`config.mk`:
```
export PLATFORM = sky130hd
export DESIGN_NAME = row_buffer_seq
export DESIGN_NICKNAME = d
export VERILOG_FILES = /design/src/rtl/row_buffer_seq_pkg.sv /design/src/rtl/row_buffer_seq_row_col_counter.sv /design/src/rtl/row_buffer_seq.sv
export SDC_FILE = /design/constraint.sdc
export NUM_CORES = 1
export LEC_CHECK = 0
export ABC_AREA = 1
export CORE_MARGIN = 3
export CORE_UTILIZATION = 59
export DETAILED_ROUTE_END_ITERATION = 16
export GPL_TIMING_DRIVEN = 0
export MAX_ROUTING_LAYER = met4
export PLACE_DENSITY = 0.86
export SYNTH_ARGS = -nofsm -noshare
export SYNTH_HDL_FRONTEND = slang
export SYNTH_HIERARCHICAL = 1
export SYNTH_SLANG_ARGS = --single-unit
```
`constraint.sdc`:
```
create_clock -name i_clk -period 6.75 [get_ports i_clk]
set_input_delay 1.35 -clock i_clk [delete_from_list [all_inputs] [get_ports i_clk]]
set_output_delay 1.35 -clock i_clk [all_outputs]
set_load 0.02 [all_outputs]
```
`src/rtl/row_buffer_seq_pkg.sv`:
```
// Shared constants and FSM encoding for the 3x3 convolution row-buffer sequencer.
package row_buffer_seq_pkg;

    localparam int unsigned C_MAX_WIDTH = 320;
    localparam int unsigned C_KERNEL    = 3;
    localparam int unsigned C_DW        = 9;

    // Row widths used by the network layers.
    localparam int unsigned C_WIDTH_L0 = 320;
    localparam int unsigned C_WIDTH_L1 = 80;
    localparam int unsigned C_WIDTH_L2 = 40;
    localparam int unsigned C_WIDTH_L3 = 20;
    localparam int unsigned C_WIDTH_L4 = 10;

    typedef enum logic [2:0] {
        StIdle,
        StLoad,
        StPrime,
        StRun,
        StDone
    } state_t;

endpackage

```
`src/rtl/row_buffer_seq_row_col_counter.sv`:
```
// Column/row raster counter with wrap at the programmed width and a last-pixel flag.
module row_col_counter #(
    parameter int unsigned DW = 9
) (
    input  logic          i_clk,
    input  logic          i_rst,
    input  logic          i_clr,
    input  logic          i_inc,
    input  logic [DW-1:0] i_width,
    input  logic [DW-1:0] i_height,
    output logic [DW-1:0] o_col,
    output logic [DW-1:0] o_row,
    output logic          o_col_wrap,
    output logic          o_last
);

    logic [DW-1:0] r_col;
    logic [DW-1:0] r_row;

    assign o_col      = r_col;
    assign o_row      = r_row;
    assign o_col_wrap = (r_col == i_width - DW'(1));
    assign o_last     = o_col_wrap && (r_row == i_height - DW'(1));

    always_ff @(posedge i_clk or posedge i_rst) begin
        if (i_rst) begin
            r_col <= '0;
            r_row <= '0;
        end else if (i_clr) begin
            r_col <= '0;
            r_row <= '0;
        end else if (i_inc) begin
            if (o_col_wrap) begin
                r_col <= '0;
                r_row <= o_last ? '0 : r_row + DW'(1);
            end else begin
                r_col <= r_col + DW'(1);
            end
        end
    end

endmodule

```
`src/rtl/row_buffer_seq.sv`:
```
// Frame sequencer: configures row-buffer length, gates pixel shifting and flags valid 3x3 windows.
module row_buffer_seq
    import row_buffer_seq_pkg::*;
#(
    parameter int unsigned MAX_WIDTH = C_MAX_WIDTH,
    parameter int unsigned KERNEL    = C_KERNEL,
    parameter int unsigned DW        = C_DW
) (
    input  logic          i_clk,
    input  logic          i_rst,
    input  logic          i_cfg_valid,
    output logic          o_cfg_ready,
    input  logic [DW-1:0] i_cfg_width,
    input  logic [DW-1:0] i_cfg_height,
    output logic          o_cfg_err,
    input  logic          i_abort,
    input  logic          i_s_valid,
    output logic          o_s_ready,
    input  logic          i_m_ready,
    output logic [DW-1:0] o_buff_len_ctrl,
    output logic          o_buff_len_rst,
    output logic          o_shift_en,
    output logic          o_win_valid,
    output logic [DW-1:0] o_win_col,
    output logic [DW-1:0] o_win_row,
    output logic          o_busy,
    output logic          o_frame_done
);

    localparam logic [DW-1:0] W_MIN      = DW'(KERNEL + 1);
    localparam logic [DW-1:0] W_MAX      = DW'(MAX_WIDTH);
    localparam logic [DW-1:0] H_MIN      = DW'(KERNEL);
    localparam logic [DW-1:0] WIN_MIN    = DW'(KERNEL - 1);
    localparam logic [DW-1:0] PRIME_LAST = DW'(KERNEL - 2);
    localparam logic [DW-1:0] LEN_RESET  = DW'(MAX_WIDTH - 2);

    state_t        r_state;
    logic [DW-1:0] r_width;
    logic [DW-1:0] r_height;
    logic [DW-1:0] r_buff_len_ctrl;
    logic [DW-1:0] r_win_col;
    logic [DW-1:0] r_win_row;
    logic          r_cfg_ready;
    logic          r_cfg_err;
    logic          r_buff_len_rst;
    logic          r_win_valid;
    logic          r_busy;
    logic          r_frame_done;

    logic [DW-1:0] w_col;
    logic [DW-1:0] w_row;
    logic          w_col_wrap;
    logic          w_last;
    logic          w_active;
    logic          w_accept;
    logic          w_cfg_legal;
    logic          w_clr;
    logic          w_win_hit;

    assign w_active    = (r_state == StPrime) || (r_state == StRun);
    assign o_s_ready   = w_active & i_m_ready;
    assign o_shift_en  = i_s_valid & o_s_ready;
    assign w_accept    = o_shift_en;
    assign w_cfg_legal = (i_cfg_width >= W_MIN) && (i_cfg_width <= W_MAX) &&
                         (i_cfg_height >= H_MIN);
    // Counters sit at zero while idle so every frame starts at (0,0).
    assign w_clr       = (r_state == StIdle) || i_abort;
    assign w_win_hit   = w_accept && (w_row >= WIN_MIN) && (w_col >= WIN_MIN);

    row_col_counter #(
        .DW (DW)
    ) u_row_col_counter (
        .i_clk      (i_clk),
        .i_rst      (i_rst),
        .i_clr      (w_clr),
        .i_inc      (w_accept),
        .i_width    (r_width),
        .i_height   (r_height),
        .o_col      (w_col),
        .o_row      (w_row),
        .o_col_wrap (w_col_wrap),
        .o_last     (w_last)
    );

    always_ff @(posedge i_clk or posedge i_rst) begin
        if (i_rst) begin
            r_state         <= StIdle;
            r_width         <= '0;
            r_height        <= '0;
            r_buff_len_ctrl <= LEN_RESET;
            r_win_col       <= '0;
            r_win_row       <= '0;
            r_cfg_ready     <= 1'b1;
            r_cfg_err       <= 1'b0;
            r_buff_len_rst  <= 1'b0;
            r_win_valid     <= 1'b0;
            r_busy          <= 1'b0;
            r_frame_done    <= 1'b0;
        end else begin
            r_cfg_err      <= 1'b0;
            r_buff_len_rst <= 1'b0;
            r_frame_done   <= 1'b0;
            r_win_valid    <= w_win_hit;
            if (w_win_hit) begin
                r_win_col <= w_col;
                r_win_row <= w_row;
            end
            if (i_abort && (r_state != StIdle)) begin
                r_state     <= StIdle;
                r_cfg_ready <= 1'b1;
                r_busy      <= 1'b0;
            end else begin
                unique case (r_state)
                    StIdle: begin
                        if (i_cfg_valid) begin
                            if (w_cfg_legal) begin
                                r_width         <= i_cfg_width;
                                r_height        <= i_cfg_height;
                                r_buff_len_ctrl <= i_cfg_width - DW'(2);
                                r_buff_len_rst  <= 1'b1;
                                r_cfg_ready     <= 1'b0;
                                r_busy          <= 1'b1;
                                r_state         <= StLoad;
                            end else begin
                                r_cfg_err <= 1'b1;
                            end
                        end
                    end
                    StLoad: r_state <= StPrime;
                    StPrime, StRun: begin
                        if (w_accept) begin
                            if (w_last) begin
                                r_state      <= StDone;
                                r_frame_done <= 1'b1;
                            end else if (w_col_wrap && (w_row == PRIME_LAST)) begin
                                r_state <= StRun;
                            end
                        end
                    end
                    StDone: begin
                        r_state     <= StIdle;
                        r_cfg_ready <= 1'b1;
                        r_busy      <= 1'b0;
                    end
                    default: r_state <= StIdle;
                endcase
            end
        end
    end

    assign o_cfg_ready     = r_cfg_ready;
    assign o_cfg_err       = r_cfg_err;
    assign o_buff_len_ctrl = r_buff_len_ctrl;
    assign o_buff_len_rst  = r_buff_len_rst;
    assign o_win_valid     = r_win_valid;
    assign o_win_col       = r_win_col;
    assign o_win_row       = r_win_row;
    assign o_busy          = r_busy;
    assign o_frame_done    = r_frame_done;

endmodule
```
Word level (Yosys, flattened, before mapping)
Cells that the tools add are included.
{ "totals": {"reg_bits": 72, "out_inout_bits": 35, "word_cells": 91, "input_bits": 24} }
{ "op_classes": {"n_eq_ne": 11, "bitwise": 3, "reduce_logical": 19, "order_cmp": 5, "add_sub_neg": 5, "muxes": 34} }
{ "ops": {"columns": ["cell", "n"], "rows": [
  ["9-bit 2-to-1 mux", 7],
  ["9-bit by 2-bit >= comparator with 1-bit output (second input constant)", 3],
  ["9-bit by 1-bit adder with 9-bit output (second input constant)", 2],
  ["9-bit equality test", 2],
  ["1-bit 2-to-1 mux", 18],
  ["3-bit 2-to-1 mux", 6],
  ["9-bit by 1-bit subtractor with 9-bit output (second input constant)", 2],
  ["9-bit by 1-bit equality test with 1-bit output (second input constant)", 1],
  ["9-bit by 3-bit >= comparator with 1-bit output (second input constant)", 1],
  ["9-bit <= comparator (second input constant)", 1],
  ["3-bit one-hot mux with 3 select lines", 1],
  ["9-bit by 2-bit subtractor with 9-bit output (second input constant)", 1],
  ["4-bit AND reduction", 2],
  ["1-bit logical AND", 7],
  ["3-bit by 2-bit equality test with 1-bit output (second input constant)", 2],
  ["3-bit by 2-bit != test with 1-bit output (second input constant)", 2],
  ["3-bit nonzero test", 2],
  ["4-bit by 3-bit != test with 1-bit output (second input constant)", 1],
  ["1-bit one-hot mux with 2 select lines", 2],
  ["2-bit nonzero test", 2],
  ["3-bit by 1-bit equality test with 1-bit output (second input constant)", 1],
  ["3-bit equality test (second input constant)", 1],
  ["3-bit logical NOT", 1],
  ["3-bit != test (second input constant)", 1],
  ["other kinds (6)", 8]
]} }

Longest topological paths before layout
Gate-level depths: netlist of run 1.
{ "depth": {"ltp_word": 8, "depth_mapped": 21, "mapped_depth_nobuf": 21} }

Modules after synthesis
The synthesis of run 1 kept the hierarchy.
{ "modules_own_cells": {"columns": ["module", "n_inst", "cells_each", "area_each_um2", "seq_area_each_um2"], "rows": [
  ["row_buffer_seq", 1, 286, 2392.3, 1335.0],
  ["row_col_counter", 1, 262, 1636.6, 450.4]
]} }

Worst setup path before layout of run 1
No wires, ideal clock.
{ "synth_timing": {"kind": "input-to-output", "start": "input i_m_ready", "end": "output o_shift_en", "slack_ns": 3.408, "required_time_ns": 5.400, "path_stages": 4, "path_buffers": 0, "arrival_time_ns": 1.992, "path_cell_list": "inv_1 > nor3_4 > nand2_2 > inv_1"} }
{ "synth_between": {"elab_chain_cells": 2} }
{ "synth_rtl": {"columns": ["element", "line", "text"], "rows": [
  ["start: declaration", "row_buffer_seq.sv:19", "input logic i_m_ready,"],
  ["1-bit AND", "row_buffer_seq.sv:61", "assign o_s_ready = w_active & i_m_ready;"],
  ["named net o_s_ready", "row_buffer_seq.sv:18", "output logic o_s_ready,"],
  ["1-bit AND", "row_buffer_seq.sv:62", "assign o_shift_en = i_s_valid & o_s_ready;"],
  ["end: declaration", "row_buffer_seq.sv:22", "output logic o_shift_en,"]
]} }
The timed path passes the listed nets, and every way through them passes these cells.

Worst setup path in the final report of run 1
{ "layout_timing": {"start": "input i_m_ready", "end": "output o_shift_en"} }
{ "layout_between": {"elab_chain_cells": 2} }
{ "layout_rtl": {"columns": ["element", "line"], "rows": [
  ["1-bit AND", "row_buffer_seq.sv:61"],
  ["1-bit AND", "row_buffer_seq.sv:62"]
]} }
Every way passes these cells.

==> results.md, run 1 <==
* Deepest clock path buffer count at 2
* Vias at 3625
* Area share of the largest cell type after synthesis at 0.3975
* Top achievable clock speed at 229.3 MHz
* Worst-path clk slew at 70 ps
* R2R cell count at 20
* Die Wd at 88.64 um
* Req. time, crit path at 5400 ps
* Vias per cell at 5.179
* 1st-iter DRT viols at 125
* Hold path startpoint: o_win_row[6]$_DFFE_PP0P_
* I/O pins at 59
* Die area at 0.007856 mm^2
* Fraction of final layout cells sized beyond drive strength 1 at 0.09470
* Fin crit period at 4361 ps
* Synth cell types at 34
* RSZ-0062 raised after global routing: no
* Setup Skew at 7.895 ps
* Vias in the first global route at 3336
* Clk_lat worst skew at 340 ps
* Pin count of the biggest net entering global routing at 45
* I/O Buffers at 58
* CTS tree: done
* Min-Delay Path Depth at 2
* WHS Endpoint: o_win_row[6]$_DFFE_PP0P_
* Total CTS buffers at 9
* Asr flop ratio synth at 1.000
* Critical path class: input pin to output port
* Worst path arrival time at 3010 ps
* Mean Syn Cell Area at 7.352 um^2
* Slew HR at 0.5816
* CP Capture Type: output port
* R2r setup slk at 4050 ps
* Final nets at 647
* Final wirelength at 8385 um
* Core Area at 0.006495 mm^2
* Ys Warns at 6
* Row count at 29
* Yosys top cell by area: dfrtp_1
* Final setup fails at 0
* First-pass GRT wire length at 14530 um
* GR Overflow Total at 0
* Cts repair resizes at 0
* Worst min-delay path class: flip-flop to flip-flop
* CTS sink count at 71
* Dpl hpwl at 6418 um
* Synth Register Bits at 71
* Sequential area share after synthesis at 0.4432
* ANT nets after route at 0
* Post-Syn Instances at 548
* Layout area overhead at 23.63%
* Ant diodes at 0
* Placer congestion estimate at 0.9178
* EDFF count, synth at 0
* Synthesized area at 0.004029 mm^2
* Worst reg2reg path endpoint: r_state[1]$_DFFE_PP0P_
* Initial antenna violation count at 0
* Final core occ at 0.7669
* Starting Density at 0.6203
* Clk Tree Root Cell: clkbuf_8
* Total GRT Usage at 0.2441
* Worst R2R Start: r_height[0]$_DFFE_PP0P_
* DRT Pass-1 Iters at 5
* DR WL/cell at 11.98 um
* Maximum VDD drop at 284.5 uV
* Max_cap viols at 0
* Leakage at 2.544 nW
* Crit share post-route at 0.6461
* Synth Net Count at 577
* Status: completed
* Largest cells by area after synthesis: dfrtp_1 40%, nand2_1 18%, inv_1 6.2%, xor2_1 5.2%, nand3_1 5.0%
* Post-CTS Setup Repair Bufs at 0
* Post-route DRC at 0
* Final count of hold timing violations at 0
* PD cells at 348.2 mW/mm^2
* Max Slew Vio Count at 0
* Synth Flop Type: dfrtp_1
* Crit start category: input pin
* Least-Margin Pin Slew at 626.9 ps
* CTS Hold Bufs at 0
* Critical path fanouts, max at 4
* Final setup TNS at 0 ps
* Die Ht at 88.64 um
* H-tree depth at 3
==> cell usage in the layout, fill, tap and decap left out, types with 2 or more instances in the layout <==
cell type	instances
buf_2	5
buf_6	2
bufinv_16	3
clkbuf_2	2
clkbuf_8	11
clkdlybuf4s50_1	58
clkinv_1	4
dfrtp_1	64
dfstp_2	7
ha_1	5
inv_1	66
inv_2	13
nand2_1	189
nand3_1	40
nand4_1	9
nor2_1	48
nor2_2	3
nor2_4	2
nor3_1	2
nor3b_1	2
o21ai_0	3
o21ai_1	38
o22ai_1	2
or2_2	2
xnor2_1	5
xor2_1	24
==> sequential cells by signal, indices dropped and copies added (netlist names) <==
register	count
r_state	3
o_frame_done	1
r_height	9
o_cfg_ready	1
o_win_col	9
o_buff_len_ctrl	8
o_cfg_err	1
u_row_col_counter/o_col	9
o_win_valid	1
o_busy	1
o_buff_len_rst	1
o_win_row	9
r_width	9
u_row_col_counter/o_row	9
==> critical path: stages <==
cell	delay [ps]
clkdlybuf4s50_1	450
inv_1	80
nor3_4	190
nand2_2	140
inv_1	170
clkdlybuf4s50_1	630
==> per-stage QoR <==
stage                     hold slack, ps  std cells  cell area (um^2)  setup slack [ps]  total power [mW]
after floorplan                    448.8        548              4029              3408             1.110
after global placement             456.8        683              4706              2439             1.277
after detailed placement           464.1        684              4726              2427             1.310
after CTS                          481.4        700              4981              2419             1.739
after global routing               491.2        700              4981              2355             1.859
final                              477.7        700              4981              2389             1.735
==> cells by family after synthesis <==
family / after synthesis / share of synthesized area
simple gates: 303 / 0.3211
buf+inv: 93 / 0.09348
flops: 71 / 0.4432
compound gates: 47 / 0.06367
xor+xnor: 29 / 0.06304
fa+ha+maj: 5 / 0.01553
==> metal layers <==
layer	part of all wire	global-route usage	vias to the layer above
li1	-	-	1842
met3	0.052	0.04469	22
met4	0.024	0.09615	0
met5	0	-	-
met1	0.45	0.2993	1637
met2	0.47	0.3995	124
==> worst max path at each step <==
stage                   start         end  slack (ps)  depth (start not counted)
detailed placement  i_m_ready  o_shift_en        2430                          6
global route        i_m_ready  o_shift_en        2350                          6
finish              i_m_ready  o_shift_en        2390                          6
CTS                 i_m_ready  o_shift_en        2420                          6
global placement    i_m_ready  o_shift_en        2440                          6
floorplan           i_m_ready  o_shift_en        3410                          4
==> final cells by class <==
class                      instances  area [um^2]
multi-input combinational        384         1867
sequential                        71         1785
fill                             490         1514
timing repair buffer              59        600.6
inverter                          83        311.5
clock buffer                      11        151.4
clock inverter                     5        103.9
tap                               77        96.34
buffer                            10        65.06
==> where the power goes <==
part	internal, mW	switching, mW
Sequential	0.532	0.0903
Clock	0.266	0.152
Combinational	0.276	0.419
Total	1.07	0.662
==> cells in the mapped netlist (all sizes together), types with 2 or more instances <==
cell type	count
nand3	40
nor2	53
o22ai	2
nor3	3
dfstp	7
xor2	24
buf	8
nand4	10
o21ai	42
clkinv	4
nor3b	2
dfrtp	64
nand2	191
clkbuf	2
xnor2	5
ha	5
or2	3
inv	79
Note: power is estimated with default switching activity, not from simulation.
==> run 2, diff against run 1 <==
CORE_UTILIZATION = 55   (was 59)
PLACE_DENSITY = 0.81   (was 0.86)
clock period = 4.1 ns   (was 6.75 ns; I/O delays follow)
==> run 2 against run 1 <==
Cell count grew 2.6%. Design area is essentially flat. Sequential share of layout area is essentially flat. Sequential cell count is the same. First-iteration DRC count grew 23%. Total power grew 61%. Critical path type unchanged. Critical endpoint unchanged.
==> results.md, run 2 (synthesized netlist as in run 1, its figures left out) <==
* Worst min-delay path class: flip-flop to flip-flop
* Commonest non-fill, non-tap cell in the layout: nand2_1
* Post-route DRC at 0
* RSZ-0062 raised after global routing: no
* Deepest clock path buffer count at 2
* DR WL/cell at 11.62 um
* Row count at 30
* Fraction of final layout cells sized beyond drive strength 1 at 0.09325
* Total CTS buffers at 9
* Req. time, crit path at 3280 ps
* Max Slew Vio Count at 0
* H-tree depth at 3
* Vias at 3569
* Layout area overhead at 23.60%
* Worst R2R Start: r_height[0]$_DFFE_PP0P_
* Final wirelength at 8340 um
* Top achievable clock speed at 307.7 MHz
* Clk Tree Root Cell: clkbuf_8
* Final setup fails at 0
* Fin crit period at 3250 ps
* Crit path from: i_m_ready
* Starting Density at 0.5802
* Initial antenna violation count at 0
* Status: completed
* CTS sink count at 71
* Final setup TNS at 0 ps
* Vias in the first global route at 3398
* Final nets at 647
* Final WS setup at 850.4 ps
* PD cells at 560.0 mW/mm^2
* Critical path class: input pin to output port
* Pin count of the biggest net entering global routing at 46
* Final count of hold timing violations at 0
* Die Ht at 91.59 um
* ANT nets after route at 0
* Max_cap viols at 0
* GR Overflow Total at 0
* Most frequent cells in the layout: 189 x nand2_1, 66 x inv_1, 64 x dfrtp_1
* Crit share post-route at 0.7926
* Least-Margin Pin Slew at 625.3 ps
* Crit start category: input pin
* Placer congestion estimate at 0.8753
* I/O pins at 59
* I/O Buffers at 58
* Cts repair resizes at 0
* Slew HR at 0.5826
* Post-CTS Setup Repair Bufs at 0
* First-pass GRT wire length at 14670 um
* R2R cell count at 20
* Worst path arrival time at 2430 ps
* Vias per cell at 4.971
* 1st-iter DRT viols at 154
* Die Wd at 91.59 um
* Die area at 0.008388 mm^2
* CTS tree: done
* Final core occ at 0.7171
* Ant diodes at 0
* DRT Pass-1 Iters at 4
* Setup Skew at 5.185 ps
* Worst reg2reg path endpoint: r_state[0]$_DFFE_PP0P_
* Core Area at 0.006944 mm^2
* CP Capture Type: output port
* Total GRT Usage at 0.2191
* Maximum VDD drop at 436.2 uV
* CP endpoint: o_shift_en
* Worst-path clk slew at 70 ps
* Dpl hpwl at 6534 um
* Leakage at 2.533 nW
* CTS Hold Bufs at 0
* R2r setup slk at 1420 ps
* Clk_lat worst skew at 340 ps
* Dpl ws at 850.1 ps
* Critical path fanouts, max at 4
[run 2: cell count changes in the layout (fill, tap and decap cells not counted), sizes merged]
cell    previous run  this run
bufinv             3         2
clkinv             6         5
clkbuf            13        14
[run 2: final cells by class]
| cell class | instances | area (um^2) |
|---|---|---|
| timing repair buffer | 59 | 600.6 |
| clock inverter | 3 | 65.06 |
| multi-input combinational | 384 | 1867 |
| fill | 562 | 1964 |
| sequential | 71 | 1785 |
| clock buffer | 12 | 165.2 |
| tap | 96 | 120.1 |
| inverter | 83 | 311.5 |
| buffer | 10 | 65.06 |
[run 2: power by group]
| part | internal, mW | total, mW | switching [mW] |
|---|---|---|---|
| Sequential | 0.875 | 1.02 | 0.145 |
| Clock | 0.388 | 0.629 | 0.241 |
| Combinational | 0.453 | 1.14 | 0.685 |
[run 2: critical path, cell delays in order]
cell             delay [ps]
clkdlybuf4s50_1         460
inv_1                    80
nor3_4                  170
nand2_2                 130
inv_1                   150
clkdlybuf4s50_1         630
[run 2: worst min path at each step]
stage	startpoint	endpoint	slack, ps	cells past startpoint
final	o_buff_len_ctrl[8]$_DFFE_PP1P_	o_buff_len_ctrl[8]$_DFFE_PP1P_	470	2
after global placement	o_win_row[8]$_DFFE_PP0P_	o_win_row[8]$_DFFE_PP0P_	460	2
after floorplan	r_height[1]$_DFFE_PP0P_	r_height[1]$_DFFE_PP0P_	450	2
after detailed placement	o_cfg_ready$_DFFE_PP1P_	o_cfg_ready$_DFFE_PP1P_	460	2
after CTS	o_cfg_ready$_DFFE_PP1P_	o_cfg_ready$_DFFE_PP1P_	480	2
after global routing	o_cfg_ready$_DFFE_PP1P_	o_cfg_ready$_DFFE_PP1P_	490	2
[run 2: per-layer routing]
metal  track usage  vias to the layer above  share of wire
met2        0.3573                       91           0.46
met4       0.07915                        0          0.015
li1              -                     1843              -
met1        0.2718                     1622           0.47
met3       0.04225                       13          0.056
met5             -                        -              0
[run 2: per-stage QoR]
stage	total power, mW	std cells	cell area [um^2]	hold WS [ps]
global route	3.006	718	4980	489.0
floorplan	1.828	548	4029	448.8
global placement	2.104	702	4730	457.3
finish	2.788	718	4980	474.8
detailed placement	2.153	703	4750	458.6
CTS	2.797	718	4980	478.6
